[config.mk]
export PLATFORM = sky130hd
export DESIGN_NAME = match_judge
export DESIGN_NICKNAME = d
export VERILOG_FILES = /design/src/rtl/match_judge.sv
export SDC_FILE = /design/constraint.sdc
export NUM_CORES = 1
export LEC_CHECK = 0
export CAP_MARGIN = 20
export CORE_MARGIN = 8
export CORE_UTILIZATION = 35
export CTS_CLUSTER_DIAMETER = 150
export DETAILED_ROUTE_END_ITERATION = 8
export GPL_ROUTABILITY_DRIVEN = 0
export MAX_ROUTING_LAYER = met4
export SLEW_MARGIN = 5
export SYNTH_ARGS = -nofsm -noshare
export SYNTH_HDL_FRONTEND = slang
export SYNTH_SLANG_ARGS = --single-unit
[constraint.sdc]
create_clock -name CLOCK_50 -period 15.65 [get_ports CLOCK_50]
set_input_delay 3.13 -clock CLOCK_50 [delete_from_list [all_inputs] [get_ports CLOCK_50]]
set_output_delay 3.13 -clock CLOCK_50 [all_outputs]
set_load 0.005 [all_outputs]
[src/rtl/match_judge.sv]
// Answer-side judge: synchronizes and debounces the player's switches, scores
// rises against the captured target pattern and times the round in BCD seconds.
module match_judge #(
  parameter int unsigned CLK_HZ          = 50000000,
  parameter int unsigned DEBOUNCE_CYCLES = 1000000,
  parameter int unsigned TIME_LIMIT_S    = 59,
  parameter int unsigned MAX_ERRORS      = 3
) (
  input  logic        CLOCK_50,
  input  logic        reset,
  input  logic        start,
  input  logic [13:0] pattern,
  input  logic [13:0] answer_raw,
  output logic        busy,
  output logic [13:0] remaining,
  output logic [3:0]  err_count,
  output logic        done,
  output logic        win,
  output logic        fail,
  output logic        timeout,
  output logic [3:0]  secs_ones,
  output logic [3:0]  secs_tens
);

  localparam int unsigned DW = $clog2(DEBOUNCE_CYCLES + 1);
  localparam int unsigned PW = $clog2(CLK_HZ + 1);
  localparam logic [DW-1:0] DB_LAST = DW'(DEBOUNCE_CYCLES - 1);
  localparam logic [DW-1:0] DB_SAT  = DW'(DEBOUNCE_CYCLES);
  localparam logic [PW-1:0] PS_LAST = PW'(CLK_HZ - 1);
  localparam logic [3:0]    LIM_T   = 4'(TIME_LIMIT_S / 10);
  localparam logic [3:0]    LIM_O   = 4'(TIME_LIMIT_S % 10);
  localparam logic [4:0]    MAX_E   = 5'(MAX_ERRORS);

  localparam logic [2:0] ST_IDLE = 3'd0;
  localparam logic [2:0] ST_ARM  = 3'd1;
  localparam logic [2:0] ST_PLAY = 3'd2;
  localparam logic [2:0] ST_WIN  = 3'd3;
  localparam logic [2:0] ST_FAIL = 3'd4;
  localparam logic [2:0] ST_TOUT = 3'd5;

  logic [2:0]    state;
  logic [13:0]   sync1;
  logic [13:0]   answer_s;
  logic [13:0]   answer_db;
  logic [DW-1:0] db_cnt;
  logic [13:0]   target;
  logic [PW-1:0] presc;

  logic          stable;
  logic          update;
  logic [13:0]   db_next;
  logic [13:0]   miss;
  logic [4:0]    err_sum;
  logic [3:0]    err_next;
  logic          tick;
  logic [3:0]    ones_next;
  logic [3:0]    tens_next;
  logic          fail_hit;
  logic          win_hit;
  logic          tout_hit;
  logic          can_start;

  function automatic logic [4:0] popcount14(input logic [13:0] v);
    logic [4:0] n;
    n = '0;
    for (int unsigned i = 0; i < 14; i++) n = n + {4'b0, v[i]};
    return n;
  endfunction

  // One shared counter: any change of answer_s restarts it; it saturates after acceptance.
  always_comb begin
    stable = (sync1 == answer_s);
    update = stable && (db_cnt == DB_LAST);
  end

  always_ff @(posedge CLOCK_50) begin
    if (reset) begin
      sync1     <= '0;
      answer_s  <= '0;
      db_cnt    <= '0;
      answer_db <= '0;
    end else begin
      sync1    <= answer_raw;
      answer_s <= sync1;
      if (!stable)
        db_cnt <= '0;
      else if (db_cnt < DB_SAT)
        db_cnt <= db_cnt + DW'(1);
      if (update)
        answer_db <= answer_s;
    end
  end

  // End conditions are judged on the post-update answer, error count and time.
  always_comb begin
    db_next   = update ? answer_s : answer_db;
    miss      = update ? (answer_s & ~answer_db & ~target) : '0;
    err_sum   = {1'b0, err_count} + popcount14(miss);
    err_next  = (err_sum > 5'd15) ? 4'hF : err_sum[3:0];
    tick      = (presc == PS_LAST);
    ones_next = secs_ones;
    tens_next = secs_tens;
    if (tick) begin
      if (secs_ones == 4'd9) begin
        ones_next = '0;
        tens_next = secs_tens + 4'd1;
      end else begin
        ones_next = secs_ones + 4'd1;
      end
    end
    fail_hit  = ({1'b0, err_next} >= MAX_E);
    win_hit   = (db_next == target);
    tout_hit  = tick && (tens_next == LIM_T) && (ones_next == LIM_O);
    can_start = start && (pattern != '0) &&
                ((state == ST_IDLE) || (state == ST_WIN) ||
                 (state == ST_FAIL) || (state == ST_TOUT));
  end

  always_ff @(posedge CLOCK_50) begin
    if (reset) begin
      state     <= ST_IDLE;
      target    <= '0;
      err_count <= '0;
      presc     <= '0;
      secs_ones <= '0;
      secs_tens <= '0;
      done      <= 1'b0;
      win       <= 1'b0;
      fail      <= 1'b0;
      timeout   <= 1'b0;
    end else begin
      done <= 1'b0;
      case (state)
        ST_IDLE, ST_WIN, ST_FAIL, ST_TOUT: begin
          if (can_start) begin
            state     <= ST_ARM;
            target    <= pattern;
            err_count <= '0;
            presc     <= '0;
            secs_ones <= '0;
            secs_tens <= '0;
            win       <= 1'b0;
            fail      <= 1'b0;
            timeout   <= 1'b0;
          end
        end
        ST_ARM: begin
          if (answer_db == '0)
            state <= ST_PLAY;
        end
        ST_PLAY: begin
          presc     <= tick ? '0 : presc + PW'(1);
          secs_ones <= ones_next;
          secs_tens <= tens_next;
          err_count <= err_next;
          if (fail_hit) begin
            state <= ST_FAIL;
            fail  <= 1'b1;
            done  <= 1'b1;
          end else if (win_hit) begin
            state <= ST_WIN;
            win   <= 1'b1;
            done  <= 1'b1;
          end else if (tout_hit) begin
            state   <= ST_TOUT;
            timeout <= 1'b1;
            done    <= 1'b1;
          end
        end
        default: state <= ST_IDLE;
      endcase
    end
  end

  always_comb begin
    busy      = (state == ST_ARM) || (state == ST_PLAY);
    remaining = (state == ST_PLAY) ? (target & ~answer_db) : '0;
  end

endmodule

==> metrics <==
outcome finished, final reports clean; P_leak ~2.6 nW; Sink Count ~120; Die Footprint around 0.022 mm^2; worst hold margin 0.472 ns; # Post-CTS Setup Buffers 0; Combinational Power Share 18.3%; Initial Utilization 35.2%; Max Fclk 0.140 GHz; Hold Buf Count CTS 0; nature of the critical path startpoint register; share of layout cells above drive strength 1 5.69%; TritonCTS Buffers 17; EDFF count, synth 0; CTS max path bufs 2; Synth Cell Area 0.00601 mm^2; antenna cells 0; synthesis-to-finish area growth 22.7%; internal power 0.616 mW; Final Hold Viols 0; HPWL Detailed 11.1 mm; vias in the first global route approximately 4.9k; max_slew headroom 29.3%; worst min path class reg2reg; fillcell total 1,741; maxcap violations 0; maximum number of pins on one net before global-route repair 68; ys flop type dfxtp_1; clk slew on worst S/H paths approximately 0.060 ns; wire per inst 15.0 um; pre-CTS setup slack between 8 and 9 ns; initial antenna violation count 0; Peak VDD IR 75.9 uV; Worst Setup Slack, final 8.50 ns; register area share after synthesis 40.3%; Buffers on Ports 61; post-CTS sizing 0; sequential group share of total power 38.9%; unrepaired setup endpoints after global routing false; Vias/cell 5.12; die height ~150 um; CTS tree built; Slew Viols, Final 0; ANT nets after route 0; Warnings, synthesis 0; 1st-pass router iterations 5; CP Class reg2reg; IO Count 62; synth unique cells 55; CP endpoint kind register; total power draw 0.878 mW; cells after synthesis 743; Min Clock Period, post-route 7.15 ns; sw frac between 20% and 30%; routed wire length 15.5 mm; die width approximately 150 um; first-pass GRT wire length 25.1 mm; Data arrival, critical path 7.51 ns; power per cell area 119 mW/mm^2; slew at the pin with the worst max-slew slack 1.05 ns; Post-Syn Area per Cell 8.09 um^2; register bit count reported by yosys roughly 120; Overflow after GRT 0; Residual DRC 0; drt first-iter violations 366; root buf cell clkbuf_16; Clock Latency Late Sink 0.42 ns; final net count 847; setup_tns 0 ns; core area between 0.015 and 0.02 mm^2; final worst-path cycle share 45.7%; FP Rows 48; final setup skew 0.00625 ns; sw power 0.261 mW; clock share of power approximately 43%; Worst EP required 16.01 ns; CP Max Fanout 24; via count about 5.3k; gr usage total 14.8%; Async S/R FF share, synth 0%; htree depth 4; Setup Viol. Count Final 0; Mapped Nets 794
cell families (layout without fill, tap and decap cells):
group / Yosys count / count (layout) / share of synthesized area [%]
and+or+nand+nor: 355 / 355 / 29.5
AOI/OAI and AO/OA: 140 / 140 / 14.0
DFF: 121 / 121 / 40.3
buffers and inverters: 59 / 124 / 3.73
xor gates and xnor gates: 43 / 43 / 6.26
adders and majority gates: 20 / 20 / 5.41
muxes: 5 / 5 / 0.832
cell type report:
type / count / area (um^2) / area share [%]
Sequential cell: 121 / 2420 / 32.8
Clock buffer: 19 / 433 / 5.87
Timing Repair Buffer: 64 / 631 / 8.55
Multi-Input combinational cell: 563 / 3370 / 45.7
Inverter: 29 / 109 / 1.48
Tap cell: 225 / 282 / 3.82
Clock inverter: 12 / 129 / 1.75
through the flow:
step	instance area [um^2]	utilization [%]	instances
after detailed placement	6810	40.0	1002
after global placement	6810	40.0	1002
final	7380	43.2	1033
after floorplan	6010	-	743
after CTS	7380	43.2	1033
after global routing	7380	43.2	1033
power groups by stage:
stage | registers, mW | clock network, mW | logic, mW
2_1_floorplan | 0.341 | 0 | 0.111
6_report | 0.342 | 0.375 | 0.161
3_3_place_gp | 0.348 | 0 | 0.163
5_1_grt | 0.344 | 0.395 | 0.182
4_1_cts | 0.342 | 0.382 | 0.163
3_5_place_dp | 0.348 | 0 | 0.162
cells in the final DEF, fill, tap and decap left out, drive strengths merged, types with 8 or more instances in the layout:
master,n
dfxtp,121
nand2,98
nor2,77
clkdlybuf4s50,60
a21oi,58
o21ai,37
xor2,31
nor2b,31
inv,29
nand3,29
nand2b,21
clkbuf,19
nor4,18
nor3,17
nand4,16
xnor2,12
and3,12
fa,10
ha,10
or3,9
a31oi,8
Yosys cell counts (all sizes together), types with 10 or more instances:
cell    instances  area [um^2]
a21oi          58          290
and3           12         75.1
clkbuf         27          101
dfxtp         121         2420
fa             10          200
ha             10          125
inv            29          109
nand2          98          368
nand2b         21          131
nand3          29          145
nand4          16          100
nor2           77          289
nor2b          31          194
nor3           17         85.1
nor4           18          119
o21ai          37          185
xnor2          12          105
xor2           31          272
worst max-delay path: stages (launching register included):
cell and delay [ns]:
dfxtp_1 0.35, xor2_1 0.18, nor4_1 0.45, nand4_1 0.21
or4_1 0.94, inv_1 0.25, nand2_1 0.10, nor3_1 0.20
fa_1 0.44, inv_1 0.09, fa_1 0.43, fa_1 0.55
inv_1 0.06, fa_1 0.50, fa_1 0.45, inv_1 0.08
fa_1 0.19, nor2b_1 0.05, o21ai_0 0.18, nor3b_1 0.28
o21ai_0 0.13, or2_2 0.35, or2_2 0.33, nor3_1 0.17
a32o_1 0.14
state kept, by name, summed over array words and instances, names as in the netlist:
name and count:
state 3, db_cnt 20, timeout 1, answer_s 14, err_count 4, fail 1
answer_db 14, done 1, secs_tens 4, secs_ones 4, target 14, presc 26
win 1, sync1 14
path summary, 6_finish.rpt:
kind                            from                      to  slack [ns]  cells after the start
min reg2reg   presc[21]$_SDFFE_PP0P_  presc[21]$_SDFFE_PP0P_        0.47                      1
min           presc[21]$_SDFFE_PP0P_  presc[21]$_SDFFE_PP0P_        0.47                      1
max reg2reg  answer_s[13]$_SDFF_PP0_    timeout$_SDFFE_PP0P_        8.50                     24
max          answer_s[13]$_SDFF_PP0_    timeout$_SDFFE_PP0P_        8.50                     24
routing by layer:
layer | vias to the layer above | share of wire [%] | global-route usage (%) | wire (um)
li1 | 2686 | - | - | -
met1 | 2466 | 48 | 18.6 | 7430
met2 | 111 | 45 | 22.2 | 6980
met3 | 23 | 5.3 | 4.06 | 819
met4 | 0 | 1.7 | 5.71 | 259
met5 | - | 0 | - | 0
No activity file was read; power rests on OpenSTA's default activity.
